File: src/rtl/space_invaders_pkg.sv
// Shared types and screen/bullet constants for the space invaders datapath.
// Pure declarations: no logic, no latency, no flow control.
package space_invaders_pkg;

  typedef enum logic [1:0] {
    IDLE     = 2'd0,
    LAUNCH   = 2'd1,
    FLY      = 2'd2,
    COOLDOWN = 2'd3
  } bullet_state_t;

  localparam int SCREEN_W            = 640;
  localparam int SCREEN_H            = 480;
  localparam int COORD_W             = 10;
  localparam int CNT_W               = 8;
  localparam int DEF_BULLET_LEN      = 4;
  localparam int DEF_BULLET_STEP     = 4;
  localparam int DEF_COOLDOWN_FRAMES = 8;

endpackage

File: src/rtl/sync_edge_detect.sv
// Two-flop synchroniser plus rising-edge detector for an asynchronous level.
// One-cycle pulse two clock edges after the level is captured; no backpressure.
module sync_edge_detect (
  input  logic i_clk,
  input  logic i_rst_n,
  input  logic i_async,
  output logic o_pulse
);

  logic r_sync1;
  logic r_sync2;
  logic r_sync3;

  always_ff @(posedge i_clk or negedge i_rst_n) begin
    if (!i_rst_n) begin
      r_sync1 <= 1'b0;
      r_sync2 <= 1'b0;
      r_sync3 <= 1'b0;
    end else begin
      r_sync1 <= i_async;
      r_sync2 <= r_sync1;
      r_sync3 <= r_sync2;
    end
  end

  assign o_pulse = r_sync2 & ~r_sync3;

endmodule

File: src/rtl/bullet_controller.sv
// Player bullet FSM: launch on fire edge, climb one step per frame, retire, cool down.
// Fire edge to bullet_in/shot_fired in 2 cycles; edges outside IDLE are dropped.
module bullet_controller
  import space_invaders_pkg::*;
#(
  parameter int BULLET_LEN      = DEF_BULLET_LEN,
  parameter int BULLET_STEP     = DEF_BULLET_STEP,
  parameter int COOLDOWN_FRAMES = DEF_COOLDOWN_FRAMES
) (
  input  logic               Clk,
  input  logic               Reset_n,
  input  logic               frame_clk,
  input  logic               fire,
  input  logic               hit,
  input  logic [COORD_W-1:0] playerX,
  input  logic [COORD_W-1:0] playerY,
  output logic               bullet_in,
  output logic [COORD_W-1:0] bulletX,
  output logic [COORD_W-1:0] bulletY,
  output logic               shot_fired
);

  localparam logic [COORD_W-1:0] LEN_C  = COORD_W'(BULLET_LEN);
  localparam logic [COORD_W-1:0] STEP_C = COORD_W'(BULLET_STEP);
  localparam logic [CNT_W-1:0]   CD_C   = CNT_W'(COOLDOWN_FRAMES);

  bullet_state_t      r_state;
  bullet_state_t      w_state_nxt;
  logic [COORD_W-1:0] r_x, w_x_nxt;
  logic [COORD_W-1:0] r_y, w_y_nxt;
  logic [CNT_W-1:0]   r_cnt, w_cnt_nxt;
  logic               r_shot, w_shot_nxt;
  logic               r_fire_q;
  logic               r_fire_arm;
  logic               w_fire_edge;
  logic               w_tick;

  sync_edge_detect u_frame_sync (
    .i_clk   (Clk),
    .i_rst_n (Reset_n),
    .i_async (frame_clk),
    .o_pulse (w_tick)
  );

  // r_fire_arm masks the first cycle after reset so a key held through reset is not seen as a press.
  assign w_fire_edge = fire & ~r_fire_q & r_fire_arm;

  always_comb begin
    w_state_nxt = r_state;
    w_x_nxt     = r_x;
    w_y_nxt     = r_y;
    w_cnt_nxt   = r_cnt;
    w_shot_nxt  = 1'b0;
    case (r_state)
      IDLE: begin
        if (w_fire_edge) w_state_nxt = LAUNCH;
      end
      LAUNCH: begin
        if (playerY < LEN_C) begin
          w_state_nxt = IDLE;
        end else begin
          w_x_nxt     = playerX;
          w_y_nxt     = playerY - LEN_C;
          w_shot_nxt  = 1'b1;
          w_state_nxt = FLY;
        end
      end
      FLY: begin
        if (hit) begin
          w_state_nxt = COOLDOWN;
          w_cnt_nxt   = CD_C;
        end else if (w_tick) begin
          if (r_y < STEP_C) begin
            w_state_nxt = COOLDOWN;
            w_cnt_nxt   = CD_C;
          end else begin
            w_y_nxt = r_y - STEP_C;
          end
        end
      end
      COOLDOWN: begin
        if (r_cnt == '0) w_state_nxt = IDLE;
        else if (w_tick) w_cnt_nxt = r_cnt - 1'b1;
      end
      default: w_state_nxt = IDLE;
    endcase
  end

  always_ff @(posedge Clk or negedge Reset_n) begin
    if (!Reset_n) begin
      r_state    <= IDLE;
      r_x        <= '0;
      r_y        <= '0;
      r_cnt      <= '0;
      r_shot     <= 1'b0;
      r_fire_q   <= 1'b0;
      r_fire_arm <= 1'b0;
    end else begin
      r_state    <= w_state_nxt;
      r_x        <= w_x_nxt;
      r_y        <= w_y_nxt;
      r_cnt      <= w_cnt_nxt;
      r_shot     <= w_shot_nxt;
      r_fire_q   <= fire;
      r_fire_arm <= 1'b1;
    end
  end

  assign bullet_in  = (r_state == FLY);
  assign bulletX    = r_x;
  assign bulletY    = r_y;
  assign shot_fired = r_shot;

endmodule
File: config.mk
export PLATFORM = sky130hd
export DESIGN_NAME = bullet_controller
export DESIGN_NICKNAME = d
export VERILOG_FILES = /design/src/rtl/space_invaders_pkg.sv /design/src/rtl/sync_edge_detect.sv /design/src/rtl/bullet_controller.sv
export SDC_FILE = /design/constraint.sdc
export NUM_CORES = 1
export LEC_CHECK = 0
export CORE_MARGIN = 1.5
export CORE_UTILIZATION = 53
export CTS_CLUSTER_DIAMETER = 40
export CTS_CLUSTER_SIZE = 10
export DETAILED_ROUTE_END_ITERATION = 8
export GPL_ROUTABILITY_DRIVEN = 0
export PLACE_DENSITY_LB_ADDON = 0.08
export SYNTH_ARGS = -nofsm -noshare
export SYNTH_HDL_FRONTEND = slang
export SYNTH_SLANG_ARGS = --single-unit
export TNS_END_PERCENT = 50
File: constraint.sdc
create_clock -name Clk -period 5.14 [get_ports Clk]
set_input_delay 0.514 -clock Clk [delete_from_list [all_inputs] [get_ports Clk]]
set_output_delay 0.514 -clock Clk [all_outputs]
set_load 0.1 [all_outputs]
# Word level (Yosys, flattened, before mapping)
# Index checks and enable logic that the tools add are counted.
[word_totals]
reg_bits = 36
input_bits = 25
out_inout_bits = 22
word_cells = 62
[classes]
add_sub_neg = 3
magnitude_cmp = 2
eq_ne = 13
mux = 20
bitwise_logic = 6
reduce_logical = 8
[op_table]
columns = ["operator", "n"]
rows = [
  ["$mux 10", 4],
  ["$mux 8", 5],
  ["$lt 10x3->1 const B", 2],
  ["$pmux 10 s2", 1],
  ["$sub 10x3->10 const B", 2],
  ["$pmux 8 s2", 1],
  ["$mux 2", 6],
  ["$ne 2x2->1 const B", 6],
  ["$reduce_and 5->1", 2],
  ["$logic_not 8->1", 1],
  ["$pmux 2 s4", 1],
  ["$sub 8x1->8 const B", 1],
  ["$ne 3x2->1 const B", 2],
  ["$eq 2x2->1 const B", 2],
  ["$ne 2x1->1 const B", 2],
  ["$reduce_and 4->1", 1],
  ["$reduce_bool 2->1", 2],
  ["$and 1x1->1", 3],
  ["$not 1->1", 3],
  ["$eq 2x1->1 const B", 1],
  ["$logic_not 2->1", 1],
  ["$mux 1", 2],
  ["$reduce_and 2->1", 1],
]

# Logic depth before layout (Yosys ltp)
[depth]
depth_word = 5
depth_mapped = 9
mapped_depth_nobuf = 7

# Modules after synthesis
# Synthesis repeated with hierarchy kept, for this count alone.
[unflattened]
hier_cells = 176
hier_area_um2 = 1835.5
[by_module_without_submodules]
columns = ["module", "instances", "cells_each", "area_each_um2", "seq_area_each_um2"]
rows = [
  ["bullet_controller", 1, 172, 1746.7, 825.8],
  ["sync_edge_detect", 1, 4, 88.8, 75.1],
]

# Worst setup path after synthesis
# OpenSTA, ideal clock, no wires.
[synth_path]
kind = "register -> register"
start = "register r_y[2] (netlist: bulletY[2])"
end = "register r_cnt[4]"
setup_ns = 0.096
arrival_time_ns = 2.085
required_time_ns = 5.044
setup_slack_ns = 2.959
path_stages_with_launch = 7
n_path_buf = 0
period_less_slack_ns = 2.181
path_cell_list = "dfrtp_1 -> inv_1 -> ha_1 -> a41o_1 -> o21ai_1 -> o21ai_0 -> o31ai_1"
[synth_via]
elab_chain_cells = 3
[synth_lines]
columns = ["item", "line_no", "source"]
rows = [
  ["start: declaration", "bullet_controller.sv:30", "logic [COORD_W-1:0] r_y, w_y_nxt;"],
  ["start signal: assignment", "bullet_controller.sv:101", "r_y <= w_y_nxt;"],
  ["$lt 10x3->1", "bullet_controller.sv:73", "if (r_y < STEP_C) begin"],
  ["$ne 3x2->1 (no source line)", "n/a", ""],
  ["$reduce_and 5->1 (no source line)", "n/a", ""],
  ["end signal: assignment", "bullet_controller.sv:102", "r_cnt <= w_cnt_nxt;"],
  ["end: declaration", "bullet_controller.sv:31", "logic [CNT_W-1:0] r_cnt, w_cnt_nxt;"],
]
# No other way between the ends.
# A chain may end at the register's enable or synchronous reset.

# Final worst setup path
[layout_path]
start = "register r_state[0]"
end = "output port bullet_in"
[layout_via]
elab_chain_cells = 1
[layout_lines]
columns = ["item", "line_no", "source"]
rows = [
  ["start: declaration", "bullet_controller.sv:27", "bullet_state_t r_state;"],
  ["start signal: assignment", "bullet_controller.sv:99", "r_state <= w_state_nxt;"],
  ["$eq 2x2->1", "bullet_controller.sv:109", "assign bullet_in = (r_state == FLY);"],
  ["end: declaration", "bullet_controller.sv:17", "output logic bullet_in,"],
]
# No other way between the ends.

==> results.yml <==
global_route:
  grt_overflow: 0
  track_usage_pct: 24.5
  grt_start_max_net_pins: 37
  grt_pass1_wl_mm: 7.71
  grt_pass1_vias: 1706
  antenna_found_initial: 0
floorplan:
  die_x_um: 62.8
  die-area_mm2: 0.00394
  core_area_mm2: 0.00339
  placementRows: 21
  pin_count: 47
  chipHeight_um: 62.8
  start_util_pct: 55.9
clock_tree:
  cts.path.max_buffers: 2
  htreeDepth: 2
  cts_tree: "done"
  ctsHoldBuffers: 0
  numClockSinks: 36
  path_clk_slew_ps: 120
  cts_resized: 0
  cts_buffers: 5
  clockRootBuffer: "clkbuf_4"
  clock_latency_ps: 350
  cts_setup_buffers: 0
yosys:
  yosysWarnings: 0
  syn-num-nets: 214
  synth_area_leaders: "dfrtp_1 (48%), mux2_4 (6.3%), o21ai_0 (6.1%), nor2_1 (2.8%), xor2_1 (2.8%)"
  ys_ff_latch: 36
  seq_area_frac_synth_pct: 47.5
  synth_top_area_share_pct: 47.5
  synth-edff-count: 0
  netlist_area_mm2: 0.00190
  synth-async-reset-ratio_pct: 100
  synth.most_common_cell: "dfrtp_1"
  syn_area_per_cell_um2: 10.2
  postSynthCellCount: 185
  synth_cell_types: 44
  yosys.area.top_type: "dfrtp_1"
  ys.flop_type: "dfrtp_1"
  synth_common_cells: "dfrtp_1 (36), o21ai_0 (23), nor2_1 (14)"
routing:
  drt_pass1_iterations: 4
  num_vias: 1608
  drc: 0
  wl_per_cell_um: 15.4
  wl_met2_mm: 2.11
  wl_mm: 4.31
  route.antenna.remaining_nets: 0
  route.met3.wl_um: 309
  top_layer_used: "met4"
  via_per_inst: 5.74
  drt-met1-wl_mm: 1.78
  first_iter_violations: 188
setup_path:
  critical-path-max-stage-delay_ps: 1050
  worst-path-stages: 3
  worstPathArrival_ps: 2750
  crit_fanout: 14
  crit_family: "buffers and inverters"
  crit_type: "reg -> out"
  r2r-start: "r_state[0]"
  cp-start-kind: "flop"
  r2r-end: "bulletY[5]"
  reg2reg_depth: 5
  crit_chain: "nand2b_1 > clkinv_1 > clkdlybuf4s50_1"
  r2r_slack_ps: 3080
  crit_path_end_kind: "output pin"
  critPathBufInv: 2
  slowest_stage: "clkdlybuf4s50_1"
  cp.required_ps: 4630
layout:
  utilization_pct: 72.6
  final_layout_size_suffix_gt1_share_pct: 10.7
  antenna_cells: 0
  fin_nets: 262
  finalInstanceArea_mm2: 0.00246
  syn2layout_area_growth_pct: 29.9
sta:
  fin_tns_setup_ps: 0
  fmax_mhz: 306
  tightest_slew_ps: 973
  slew_violations: 0
  fin_crit_sh_pct: 63.6
  skew_ps: 19.2
  fin_crit_ps: 3270
  hold_viol_final: 0
  setup_viol: 0
  slew_headroom_pct: 34.9
  rsz0062_at_grt: "no"
place:
  place_hpwl_mm: 3.20
  port_buffers: 46
  post_dp_cell_area_mm2: 0.00237
min_path:
  hold_depth: 0
  holdPathEnd: "u_frame_sync.r_sync2"
  hp-start: "u_frame_sync.r_sync1"
  hold_path.class: "reg -> reg"
flow_run:
  maxCapViolations: 0
run_status:
  status: "complete, no violations"
==> area by class of cell <==
cell class                 count  area (um^2)
clock inverter                 1         30.0
inverter                      10         37.5
tap                           46         57.6
timing repair buffer          47          468
sequential                    36          901
multi-input combinational    133          903
fill                         240          927
clock buffer                   7         65.1
==> metal layers <==
metal	global-route usage [%]	vias up
li1	-	763
met1	30.8	752
met2	39.2	79
met3	6.67	14
met4	11.4	0
met5	0	-
==> worst register-to-register path, stage by stage (launching register included) <==
cell	delay, ps
dfrtp_1	510
nand2b_1	420
nor3_1	480
a21oi_4	170
o21ai_0	240
o21ai_0	120
==> per-stage QoR <==
stage / std cells / setup WS, ps / hold slack (ps)
6_report: 280 / 1870 / 375
3_3_place_gp: 272 / 2280 / 332
5_1_grt: 280 / 1680 / 410
2_1_floorplan: 185 / 2960 / 218
3_5_place_dp: 272 / 2220 / 354
4_1_cts: 280 / 1890 / 386
==> kinds of logic after synthesis <==
group                      count (synthesis)  share of synthesized area (%)
buffers and inverters                     16                           4.82
DFF                                       36                           47.5
other                                      1                          0.198
adders and majority gates                  4                           2.64
xor gates and xnor gates                   6                           2.77
AOI/OAI and AO/OA                         54                           18.4
muxes                                     12                           8.71
and+or+nand+nor                           56                           15.0
==> worst max-delay path by stage <==
stage,from,end,slack (ps)
2_1_floorplan,bulletY[2],r_cnt[4],2960
3_3_place_gp,playerY[6],bulletY[8],2280
3_5_place_dp,playerY[6],bulletY[4],2220
4_1_cts,r_state[0],bullet_in,1890
5_1_grt,r_state[0],bullet_in,1680
6_report,r_state[0],bullet_in,1870
==> flip-flops by register name (all words and copies together), names as in the netlist, named ones only <==
register	cells
bulletX	10
r_cnt	8
r_fire_q	1
r_state	1
r_fire_arm	1
u_frame_sync.r_sync2	1
u_frame_sync.r_sync1	1
u_frame_sync.r_sync3	1
bulletY	10
shot_fired	1
==> cell usage in the layout (no fill, tap or decap), types with 3 or more instances in the layout <==
cell type | Yosys | layout
ha_1 | 4 | 4
a31oi_1 | 3 | 3
nor4_1 | 3 | 3
o31ai_1 | 3 | 3
nor2b_1 | 3 | 3
dfrtp_1 | 36 | 36
nand2_1 | 10 | 10
nand3_1 | 5 | 5
nor3_1 | 9 | 9
mux2_2 | 4 | 4
o21ai_0 | 23 | 23
clkdlybuf4s50_1 | 0 | 46
nor2_1 | 14 | 14
a21oi_1 | 7 | 7
xor2_1 | 6 | 6
inv_1 | 9 | 9
a22oi_1 | 3 | 3
clkbuf_4 | 0 | 5
mux2_4 | 8 | 8
nand2b_1 | 4 | 4
Power is not shown: default switching activity piles up to over one toggle a cycle in this logic, so the estimate is an artifact.
==> edit 1: new RTL, same settings <==
The package constant `CNT_W` goes from 8 to 10.
--- a/src/rtl/space_invaders_pkg.sv
+++ b/src/rtl/space_invaders_pkg.sv
@@ -12,7 +12,7 @@
   localparam int SCREEN_W            = 640;
   localparam int SCREEN_H            = 480;
   localparam int COORD_W             = 10;
-  localparam int CNT_W               = 8;
+  localparam int CNT_W               = 10;
   localparam int DEF_BULLET_LEN      = 4;
   localparam int DEF_BULLET_STEP     = 4;
   localparam int DEF_COOLDOWN_FRAMES = 8;
Function: no difference found for any inputs over 10 cycles, from zero or initial values and one cycle with Reset_n low; that may be too few to reach the edited logic, so the function may still have changed.
==> edit 1 against the original RTL <==
- critical path depth unchanged
- largest cell class is now sequential cells
- global-route usage decreased by 0.89 points
- highest routed layer unchanged
- final area increased by 2.8%
- critical path type unchanged
- clock skew decreased by 0.013 ns
- register-to-register slack got worse by 0.26 ns
- sequential cell count increased by 2
- wire length increased by 0.77%
- area after synthesis increased by 3.1%
- setup slack improved by 0.081 ns
- critical endpoint unchanged
Power is not shown: default switching activity piles up to over one toggle a cycle in this logic, so the estimate is an artifact.
==> edit 1: results (changes against the original RTL) <==
Parameter                              Value

Critical path
  Capture instance of the worst register-to-register path ... r_cnt[3]
  Largest fanout on the critical path ... 15 (+1)
  Arrival time of data at the critical path endpoint ... 2.67 ns (-0.08 ns)
  Source of the worst register-to-register timing path ... r_cnt[0]
  Length in cells of the worst reg-to-reg path ... 7 (+2)

STA
  Relative slew slack ... 21.5% (-13 points)
  Hold slack ... 0.310 ns (-0.0659 ns)

GRT
  Fraction of met3 tracks used by global routing ... 7.68% (+1.0 points)
  Maximum number of pins on one net before global-route repair ... 39 (+5.4%)
  Number of global-route vias before repair ... 1,676 (-1.8%)
  Met2 Usage GRT ... 39.3% (+0.095 points)
  Overall fraction of global-route tracks in use ... 23.6% (-0.89 points)
  Wire length of the first global-routing pass ... 7540 um (-2.2%)

Routing
  Final wirelength ... 4340 um (+0.77%)
  Iteration-0 DRC Markers ... 153 (-19%)

Clock network
  Post-CTS clock slew at the launch and capture registers of the worst setup and hold paths ... 0.08 ns (-0.04 ns)

Placement
  Detailed placement HPWL ... 3140 um (-1.9%)
  Placed cell areas ... 2440 um^2 (+3.1%)
  Cell Count Post-Placement ... 277 (+1.8%)
  Worst slack at placement ... 1.92 ns (-0.308 ns)

Logic synthesis
  Multiplexer share of the synthesized area ... 6.91% (-1.8 points)
  Sequential cell area fraction in the yosys report ... 48.7% (+1.1 points)
  Adder-cell share of the synthesized area ... 1.92% (-0.72 points)
  Synth Area per Inst ... 10.2 um^2 (-0.14%)
  Commonest cells in the synthesized netlist ... sky130_fd_sc_hd__dfrtp_1 (38), sky130_fd_sc_hd__o21ai_0 (24), sky130_fd_sc_hd__nand2_1 (17), sky130_fd_sc_hd__mux2_2 (12), sky130_fd_sc_hd__nor2_1 (10)
  Net count after synthesis ... 219 (+2.3%)
  Synthesis-stage register bit count ... 38 (+5.6%)
  Count of distinct cell types in the synthesized netlist ... 45 (+2.3%)
  Ranking of synthesized cells by area ... sky130_fd_sc_hd__dfrtp_1 (49%), sky130_fd_sc_hd__mux2_2 (6.9%), sky130_fd_sc_hd__o21ai_0 (6.1%), sky130_fd_sc_hd__nand2_1 (3.3%), sky130_fd_sc_hd__a21oi_1 (2.3%)

Layout
  FF/Latch Area ... 951 um^2 (+5.6%)
  Share of cell area taken by flip-flops and latches ... 37.6% (+0.98 points)
  Nets ... 266 (+1.5%)
  Non-Clock Buffer Count ... 46 (-2.1%)
  Filler cells ... 242 (+0.83%)
  Multi-input gate share of the layout cell area ... 37.3% (+0.58 points)

Status
  Run status ... finished clean
==> edit 1: how the worst max path moves through the flow <==
| stage | from | endpoint | slack [ns] | depth (start not counted) |
|---|---|---|---|---|
| finish | register | bullet_in | 1.95 | 3 |
| detailed placement | playerY[2] | bulletY[4] | 1.92 | 7 |
| global route | register | bullet_in | 1.81 | 3 |
| CTS | register | bullet_in | 1.98 | 3 |
| global placement | playerY[2] | bulletY[4] | 2.06 | 7 |
| floorplan | register | bulletY[8] | 2.58 | 7 |
==> edit 1: metal layers <==
layer	wire length, um	share of wire (%)	vias up
met5	0	0	-
met2	2130	49	68
li1	-	-	796
met3	326	7.5	7
met1	1820	42	846
met4	57	1.3	0
==> edit 1: worst reg2reg max path, delay by kind of cell (launching register included) <==
kind | cells | cell delay, ns
adder cells (fa/ha/maj) | 1 | 0.24
AO/OA/AOI/OAI | 3 | 0.69
flip-flops | 1 | 0.42
buffers and inverters | 1 | 0.07
AND/OR/NAND/NOR | 2 | 0.79
==> edit 2: new RTL, same settings <==
Made on the original files. Add an input register stage for `fire`, `hit`, `playerX` and `playerY`, cleared by the reset; this delays them by one clock.
--- a/src/rtl/bullet_controller.sv
+++ b/src/rtl/bullet_controller.sv
@@ -24,6 +24,25 @@
   localparam logic [COORD_W-1:0] STEP_C = COORD_W'(BULLET_STEP);
   localparam logic [CNT_W-1:0]   CD_C   = CNT_W'(COOLDOWN_FRAMES);
 
+  logic fire_q;
+  logic hit_q;
+  logic [COORD_W-1:0] playerX_q;
+  logic [COORD_W-1:0] playerY_q;
+
+  always_ff @(posedge Clk or negedge Reset_n) begin
+    if (!Reset_n) begin
+      fire_q    <= '0;
+      hit_q     <= '0;
+      playerX_q <= '0;
+      playerY_q <= '0;
+    end else begin
+      fire_q    <= fire;
+      hit_q     <= hit;
+      playerX_q <= playerX;
+      playerY_q <= playerY;
+    end
+  end
+
   bullet_state_t      r_state;
   bullet_state_t      w_state_nxt;
   logic [COORD_W-1:0] r_x, w_x_nxt;
@@ -43,7 +62,7 @@
   );
 
   // r_fire_arm masks the first cycle after reset so a key held through reset is not seen as a press.
-  assign w_fire_edge = fire & ~r_fire_q & r_fire_arm;
+  assign w_fire_edge = fire_q & ~r_fire_q & r_fire_arm;
 
   always_comb begin
     w_state_nxt = r_state;
@@ -56,17 +75,17 @@
         if (w_fire_edge) w_state_nxt = LAUNCH;
       end
       LAUNCH: begin
-        if (playerY < LEN_C) begin
+        if (playerY_q < LEN_C) begin
           w_state_nxt = IDLE;
         end else begin
-          w_x_nxt     = playerX;
-          w_y_nxt     = playerY - LEN_C;
+          w_x_nxt     = playerX_q;
+          w_y_nxt     = playerY_q - LEN_C;
           w_shot_nxt  = 1'b1;
           w_state_nxt = FLY;
         end
       end
       FLY: begin
-        if (hit) begin
+        if (hit_q) begin
           w_state_nxt = COOLDOWN;
           w_cnt_nxt   = CD_C;
         end else if (w_tick) begin
@@ -101,7 +120,7 @@
       r_y        <= w_y_nxt;
       r_cnt      <= w_cnt_nxt;
       r_shot     <= w_shot_nxt;
-      r_fire_q   <= fire;
+      r_fire_q   <= fire_q;
       r_fire_arm <= 1'b1;
     end
   end
Check against the original RTL: not equivalent (a bounded check fails within 4 cycles, from zero or initial values and one cycle with Reset_n low).
==> edit 2 against the original RTL <==
- critical endpoint unchanged
- setup slack got worse by 0.17 ns
- largest cell class is now sequential cells
- final area is 37% higher
- first-iteration DRC count down 2.7%
- synthesized cell count is 17% higher
- sequential cell count up 22
- area after synthesis up 39%
- highest routed layer unchanged
- wire length is 18% higher
Power is not shown: default switching activity piles up to over one toggle a cycle in this logic, so the estimate is an artifact.
==> edit 2: results (changes against the original RTL) <==
Parameter                              Value

Status
  Run status ... finished clean

Placement
  Number of port buffers ... 46 (unchanged)
  Detailed placement HPWL ... 3400 um (+6.4%)
  Cell Count Post-Placement ... 325 (+19%)

Clock network
  Master cell of the clock root buffer ... sky130_fd_sc_hd__clkbuf_8
  Worst-skew pair later-pin latency ... 0.33 ns (-0.02 ns)
  Clock tree buffer depth ... 2 (unchanged)
  # resized after CTS ... 0 (unchanged)
  Post-CTS clock slew at the launch and capture registers of the worst setup and hold paths ... 0.07 ns (-0.05 ns)
  Cts bufs inserted ... 9 (+4)
  Number of levels the H-tree was split into ... 3 (+1)
  Number of buffers added for setup after CTS ... 0 (unchanged)

Logic synthesis
  Synthesized netlist cell count ... 217 (+17%)
  Commonest cells in the synthesized netlist ... sky130_fd_sc_hd__dfrtp_1 (58), sky130_fd_sc_hd__o21ai_0 (14), sky130_fd_sc_hd__mux2_1 (13), sky130_fd_sc_hd__inv_1 (12), sky130_fd_sc_hd__ha_1 (9)
  Sequential cell area fraction in the yosys report ... 55.2% (+7.7 points)
  Net count after synthesis ... 251 (+17%)
  Share of async-settable or async-resettable flops after synthesis ... 100% (unchanged)
  Number of enable-type register cells in the synthesized netlist ... 0 (unchanged)
  Ranking of synthesized cells by area ... sky130_fd_sc_hd__dfrtp_1 (55%), sky130_fd_sc_hd__mux2_1 (5.6%), sky130_fd_sc_hd__ha_1 (4.3%), sky130_fd_sc_hd__o21ai_0 (2.7%), sky130_fd_sc_hd__o211ai_1 (2.3%)
  Count of distinct cell types in the synthesized netlist ... 54 (+23%)
  Ys Warns ... 0 (unchanged)

Critical path
  Arrival time of data at the critical path endpoint ... 2.93 ns (+0.18 ns)
  Largest fanout on the critical path ... 27 (+13)
  Launching instance or port of the critical path ... r_state[0]
  Length in cells of the worst reg-to-reg path ... 7 (+2)

Routing
  Total via count in the routed design ... 1,912 (+19%)
  Post-DR vias/cell ... 5.61 (-2.4%)
  DR pass1 iterations ... 4 (unchanged)
  Routed length per placed instance ... 14.9 um (-2.8%)
  Iteration-0 DRC Markers ... 183 (-2.7%)

GRT
  Met1 Resource Use GR ... 27.6% (-3.2 points)
  Maximum number of pins on one net before global-route repair ... 59 (+59%)
  Wire length of the first global-routing pass ... 8480 um (+10%)
  Met2 Usage GRT ... 32.6% (-6.6 points)
  Initial antenna violation count ... 0 (unchanged)
  Overall fraction of global-route tracks in use ... 21.3% (-3.2 points)
  Fraction of met3 tracks used by global routing ... 6.17% (-0.49 points)

Layout
  Antenna Diode Count ... 0 (unchanged)
  Nets ... 303 (+16%)
  Proportion of layout cells with a drive suffix above 1 ... 11.3% (+0.63 points)

STA
  Relative slew slack ... 34.3% (-0.69 points)
  Clock skew after layout ... 0.0129 ns (-0.00621 ns)

Min path
  Class of the tightest hold or removal check ... in2async
[edit 2: changes by cell type in the layout (fill, tap and decap cells not counted), sizes merged, moves of 5 or more]
cell | unedited run | this run
xor2 | 6 | 1
nand2 | 10 | 5
o211ai | 0 | 8
dfrtp | 36 | 58
nor2 | 14 | 8
o21ai | 24 | 18
or4 | 1 | 7
or3 | 0 | 5
ha | 4 | 9
[edit 2: area by class of cell]
| cell class | instances | area [um^2] |
|---|---|---|
| Timing Repair Buffer | 48 | 470 |
| Clock buffer | 11 | 141 |
| Sequential cell | 58 | 1450 |
| Inverter | 12 | 45.0 |
| Fill cell | 357 | 1390 |
| Tap cell | 67 | 83.8 |
| Clock inverter | 5 | 77.6 |
| Multi-Input combinational cell | 140 | 1100 |
[edit 2: final timing paths]
path	to	slack, ns
setup / recovery	bullet_in	1.70
hold / removal	r_cnt[1]	0.31
setup reg to reg	r_cnt[5]	2.44
hold reg to reg	u_frame_sync.r_sync2	0.35
max in group asynchronous	playerX_q[3]	4.36
min in group Clk	u_frame_sync.r_sync2	0.35
[edit 2: kinds of logic (layout without fill, tap and decap cells)]
group	after synthesis	count (layout)	synth area share (%)
compound gates	56	56	16.0
other cells	1	1	0.143
simple gates	55	55	13.5
flops	58	58	55.2
buf+inv	19	76	3.00
fa+ha+maj	9	9	4.29
xor+xnor	2	2	0.667
mux	17	17	7.14
[edit 2: critical path: stages (launching register included)]
cell and delay, ns:
sky130_fd_sc_hd__dfrtp_1 0.42, sky130_fd_sc_hd__inv_1 0.14, sky130_fd_sc_hd__ha_1 0.74, sky130_fd_sc_hd__clkdlybuf4s50_1 1.29
[edit 2: per-stage QoR]
stage,cell area [um^2],hold slack (ns),util (%),setup slack (ns)
after global routing,3370,0.375,70.8,1.59
after detailed placement,3150,0.336,66.2,2.07
final,3370,0.310,70.8,1.70
after floorplan,2630,0.218,-,2.49
after global placement,3150,0.336,66.2,2.11
after CTS,3370,0.333,70.8,1.69
[edit 2: per-layer routing]
layer  part of all wire [%]  wire (um)
met5                      0          0
met4                    1.4         69
met3                    6.3        322
met2                     46       2340
met1                     46       2370
